`config.mk`:
```
export PLATFORM = sky130hd
export DESIGN_NAME = prog_clock_divider
export DESIGN_NICKNAME = d
export VERILOG_FILES = /design/src/rtl/prog_clock_divider.sv
export SDC_FILE = /design/constraint.sdc
export NUM_CORES = 1
export LEC_CHECK = 0
export BUFFER_PORTS_ARGS = -buffer_cell sky130_fd_sc_hd__clkbuf_2
export CORE_UTILIZATION = 30
export CTS_CLUSTER_DIAMETER = 200
export DETAILED_ROUTE_END_ITERATION = 8
export PLACE_DENSITY = 0.48
export RECOVER_POWER = 50
export SYNTH_ARGS = -nofsm -noshare
export SYNTH_HDL_FRONTEND = slang
export SYNTH_SLANG_ARGS = --single-unit
```
`constraint.sdc`:
```
create_clock -name clock -period 6.2 [get_ports clock]
set_clock_uncertainty 0.1 [all_clocks]
set_input_delay 0.93 -clock clock [delete_from_list [all_inputs] [get_ports clock]]
set_output_delay 0.93 -clock clock [all_outputs]
set_load 0.005 [all_outputs]
```
`src/rtl/prog_clock_divider.sv`:
```
// Programmable clock divider: registered divided clock plus a one-cycle tick per period; DIV_DUTY_EN adds cfg_high.
// Latency: outputs lag the counter by one cycle; a new period applies at the next wrap, or on the next edge when idle.
// Backpressure: cfg_ready drops while a period is pending and rises again the cycle after it is applied.
module prog_clock_divider #(
    parameter int CNT_W          = 26,
    parameter int DEFAULT_PERIOD = 60000000
) (
    input  logic             clock,
    input  logic             reset,
    input  logic             en,
    input  logic             cfg_valid,
    output logic             cfg_ready,
    input  logic [CNT_W-1:0] cfg_period,
`ifdef DIV_DUTY_EN
    input  logic [CNT_W-1:0] cfg_high,
`endif
    output logic             clk_out,
    output logic             tick,
    output logic [CNT_W-1:0] period_q
);

    localparam logic [CNT_W-1:0] ONE    = CNT_W'(1);
    localparam logic [CNT_W-1:0] MIN_P  = CNT_W'(2);
    localparam logic [CNT_W-1:0] DEF_P  = CNT_W'(DEFAULT_PERIOD);
    localparam logic [CNT_W-1:0] DEF_HI = DEF_P >> 1;

    logic [CNT_W-1:0] cnt;
    logic [CNT_W-1:0] hi_q;
    logic [CNT_W-1:0] shadow_period;
    logic [CNT_W-1:0] shadow_high;
    logic [CNT_W-1:0] req_period;
    logic [CNT_W-1:0] req_high;
    logic             pending;
    logic             xfer;
    logic             last;
    logic             apply;

    // Clamp at capture time so the apply edge only has to copy registers.
    always_comb begin
        req_period = (cfg_period < MIN_P) ? MIN_P : cfg_period;
`ifdef DIV_DUTY_EN
        req_high = cfg_high;
        if (cfg_high < ONE)
            req_high = ONE;
        else if (cfg_high > req_period - ONE)
            req_high = req_period - ONE;
`else
        req_high = req_period >> 1;
`endif
    end

    assign last      = (cnt == period_q - ONE);
    assign xfer      = cfg_valid & ~pending;
    assign apply     = pending & (~en | last);
    assign cfg_ready = ~pending;

    // Counter and outputs always use the period/high count active before this edge.
    always_ff @(posedge clock or negedge reset) begin
        if (!reset) begin
            cnt     <= '0;
            clk_out <= 1'b0;
            tick    <= 1'b0;
        end else if (en) begin
            cnt     <= last ? '0 : cnt + ONE;
            clk_out <= (cnt < hi_q);
            tick    <= last;
        end else begin
            cnt     <= '0;
            clk_out <= 1'b0;
            tick    <= 1'b0;
        end
    end

    // A transfer can never coincide with an apply: ready is low whenever pending is set.
    always_ff @(posedge clock or negedge reset) begin
        if (!reset) begin
            period_q      <= DEF_P;
            hi_q          <= DEF_HI;
            pending       <= 1'b0;
            shadow_period <= DEF_P;
            shadow_high   <= DEF_HI;
        end else begin
            if (apply) begin
                period_q <= shadow_period;
                hi_q     <= shadow_high;
                pending  <= 1'b0;
            end
            if (xfer) begin
                shadow_period <= req_period;
                shadow_high   <= req_high;
                pending       <= 1'b1;
            end
        end
    end

endmodule

```
After elaboration in Yosys (flattened, before gate mapping)
Index checks and enable logic that the tools add are counted.
{"block": "op_classes", "eq_ne": 1, "bitwise": 5, "muxes": 7, "n_reduce_logical": 1, "order_cmp": 2, "add_sub_neg": 2}
{"operator": "$mux 26", "count": 3}
{"operator": "$add 26x1->26 const B", "count": 1}
{"operator": "$eq 26x26->1", "count": 1}
{"operator": "$lt 26x2->1 const B", "count": 1}
{"operator": "$lt 26x25->1", "count": 1}
{"operator": "$sub 26x1->26 const B", "count": 1}
{"operator": "$mux 1", "count": 4}
{"operator": "$and 1x1->1", "count": 2}
{"operator": "$not 1->1", "count": 2}
{"operator": "$reduce_bool 2->1", "count": 1}
{"operator": "$or 1x1->1", "count": 1}
{"block": "word_totals", "inputBits": 30, "regBits": 131, "wordCells": 26}

Depth between registers and ports, before layout
{"block": "logic_depth", "ltp_word": 6, "mapped_depth": 10, "depth_no_buf": 9}

Worst setup path before layout
Ideal clock, no wire load.
{"block": "synth_path", "kind": "register to register", "start": "register period_q[0]", "end": "register period_q[11]", "arrival_ns": 3.152, "synth_period_minus_slack_ns": 3.377, "stages_incl_launch_ff": 11, "setup_time_ns": 0.125, "path_buffers": 1, "path_slack_ns": 2.823, "cell_sequence": "dfrtp_1 -> inv_1 -> ha_1 -> nor3b_2 -> nand3_2 -> or3_1 -> a222oi_1 -> nand4_2 -> o41ai_4 -> buf_6 -> mux2_4"}
{"block": "synth_via", "elab_chain_len": 4}
{"item": "start, declared", "line_no": "19", "source": "output logic [CNT_W-1:0] period_q"}
{"item": "start signal, assigned", "line_no": "84", "source": "period_q <= shadow_period;"}
{"item": "$sub 26x1->26", "line_no": "52", "source": "assign last = (cnt == period_q - ONE);"}
{"item": "$eq 26x26->1", "line_no": "52"}
{"item": "$or 1x1->1", "line_no": "54", "source": "assign apply = pending & (~en | last);"}
{"item": "$and 1x1->1", "line_no": "54"}
No other way between the ends.
A chain may end at the register's enable or synchronous reset.

Final worst setup path
{"block": "layout_path", "start": "register period_q[1]", "end": "register period_q[0]"}
The elaborated chain is that of the path after synthesis.

==> results.yml <==
outcome:
  outcome: "complete, but fails checks"
  violations: "capacitance limit, slew limit"
clocking:
  cts_resized: 0
  numCtsBuffers: 9
  cts_tree: "done"
  cts_max_path_buffers: 2
  post_cts_buffers: 0
  clk_latency_ns: 0.33
  htreeDepth: 3
  cts-root-buf: "clkbuf_16"
  clkSinkCount: 81
  clkTransAtPathRegs_ns: 0.07
  ctsHoldBuffers: 0
synth:
  async_flop_share_pct: 100
  yosysSeqAreaShare_pct: 41.8
  synth_flop_cell: "dfrtp_1"
  synth-edff-count: 0
  synthesis.nets: 517
  netlist_area_sq_um: 4910
  yosysUniqueCellTypes: 58
  synth_cells: 461
  yosysWarnings: 0
  ys_ff_latch: 81
  synth.avg_cell_area_sq_um: 10.7
grt:
  met3_usage_pct: 2.17
  grt_pass1_wl_um: 19200
  antenna_found_initial: 0
  grtUsageTotal_pct: 14.8
  grt_util_met1_pct: 20.6
  grt_pass1_vias: 3592
  grt_max_degree: 82
  grt_overflow_total: 0
  grt-busiest-layer: "met2"
  grt_util_met2_pct: 23.4
worst_setup_path:
  worst_r2r_path_depth: 10
  worst-path-stages: 10
  cp_max_fo: 26
  critPathLaunchType: "register"
  crit_buf_inv: 2
  cp.required_ns: 6.32
  path_cells: "inv_1 -> ha_1 -> nor3b_2 -> nand3_2 -> or3_1 -> a222oi_1 -> nand4_2 -> o41ai_4 -> buf_4 -> mux2_2"
  critPathSlowestCell: "buf_4"
  end_kind: "register"
  path_class: "register to register"
  crit_start: "period_q[1]"
  r2r_start: "period_q[1]"
  cpPeakStageDelay_ns: 0.44
  worst_ep_arrival_time_ns: 3.82
  path_delay_family: "simple AND/OR/NAND/NOR gates"
layout:
  diodes: 0
  fill_cells: 1623
  fin_nets: 576
  utilization_pct: 35.8
  final_common_cell: "dfrtp_1"
  area_delta_synth_final_pct: 16.1
  final_cell_mix: "dfrtp_1, clkbuf_2, nor2_1"
  drive_gt1_share_pct: 30.5
drt:
  drt-initial-drc-count: 208
  drt-total-wl_um: 11500
  wire_per_inst_um: 15.5
  num_vias: 3583
  via_per_inst: 4.84
  drc: 0
  drt_first_pass_iters: 4
  ant_nets: 0
die:
  die_w_um: 130
  die-area_sq_um: 16900
  start_util_pct: 30.8
  die_h_um: 130
  core_area_sq_um: 15900
  rows: 46
  ios: 59
power_and_ir_drop:
  finalPower_uw: 2030
  power.density_nw_per_um2: 356
  vdd_drop_max_uv: 141
  p_leak_uw: 0.00262
timing:
  setup_tns_ns: 0
  period_minus_slack_ns: 3.69
  rsz0062_at_grt: "no"
  setup_viol: 0
  max_freq_mhz: 271
  fin_crit_sh_pct: 59.6
  finalHoldViolCount: 0
  maxSlewHeadroom_pct: -0.506
  maxSlewViolCount: 29
  tightest_slew_ns: 1.51
placement:
  gp_congestion: 0.813
  hpwlAfterDp_um: 8680
  io_buffers: 58
worst_hold_path:
  whs_path_depth: 1
  min_from: "shadow_period[22]"
  hold_class: "register to register"
job:
  cap_violations: 1
==> flip-flops by register name (all words and copies together), names as in the netlist <==
register       count
clk_out            1
cnt               26
shadow_period     26
tick               1
period_q          26
pending            1
==> cell usage after synthesis (16+ instances only) <==
| library cell | count | area share [%] |
|---|---|---|
| nand2_1 | 20 | 1.5 |
| xor2_1 | 31 | 5.5 |
| mux2_4 | 19 | 5.8 |
| dfrtp_1 | 61 | 31 |
| nand4_1 | 16 | 2.0 |
| nor2_1 | 43 | 3.3 |
| ha_1 | 26 | 6.6 |
| inv_1 | 33 | 2.5 |
| dfstp_2 | 20 | 11 |
| nand3_1 | 16 | 1.6 |
| xnor2_1 | 27 | 4.8 |
| mux2_2 | 30 | 6.9 |
==> final timing paths <==
kind                                         end  slack [ns]
worst max-delay path                 period_q[0]        2.51
worst min-delay path                period_q[22]        0.40
worst max register to register       period_q[0]        2.51
worst min register to register      period_q[22]        0.40
max in group asynchronous           period_q[22]        4.68
min in group asynchronous       shadow_period[5]        0.67
==> through the flow <==
stage	hold slack [ns]	cells	setup WS, ns	cell area (sq um)
after floorplan	0.344	461	2.82	4910
after global placement	0.385	725	2.58	5430
after detailed placement	0.391	725	2.48	5430
after CTS	0.406	741	2.47	5710
after global routing	0.429	741	2.23	5700
final	0.402	741	2.51	5700
==> logic make-up after synthesis <==
logic type / share of synthesized area, %
adders and majority gates: 6.62
muxes: 12.9
xor gates and xnor gates: 10.3
DFF: 41.8
AOI/OAI and AO/OA: 7.72
and+or+nand+nor: 16.7
buffers and inverters: 3.97
==> layout make-up <==
cell class / instances / area, sq um / share of cell area (%)
clock buffers: 10 / 229 / 4.02
clock inverters: 6 / 50.0 / 0.878
inverters: 33 / 124 / 2.17
multi-input cells: 334 / 2670 / 46.7
flip-flops and latches: 81 / 2050 / 36.0
well taps: 216 / 270 / 4.74
repair buffers: 61 / 312 / 5.46
==> layer usage <==
layer | part of all wire (%) | wire [um]
met1 | 49 | 5660
met2 | 47 | 5420
met3 | 2.8 | 321
met4 | 1.0 | 120
met5 | 0 | 0
==> power breakdown <==
part	internal, uW	leakage, uW	total (uW)	switching [uW]
sequential	676	0.000983	880	204
combinational	338	0.00150	644	306
clock	276	0.000130	505	229
total	1290	0.00262	2030	739
Power figures use the tool's default switching activity.
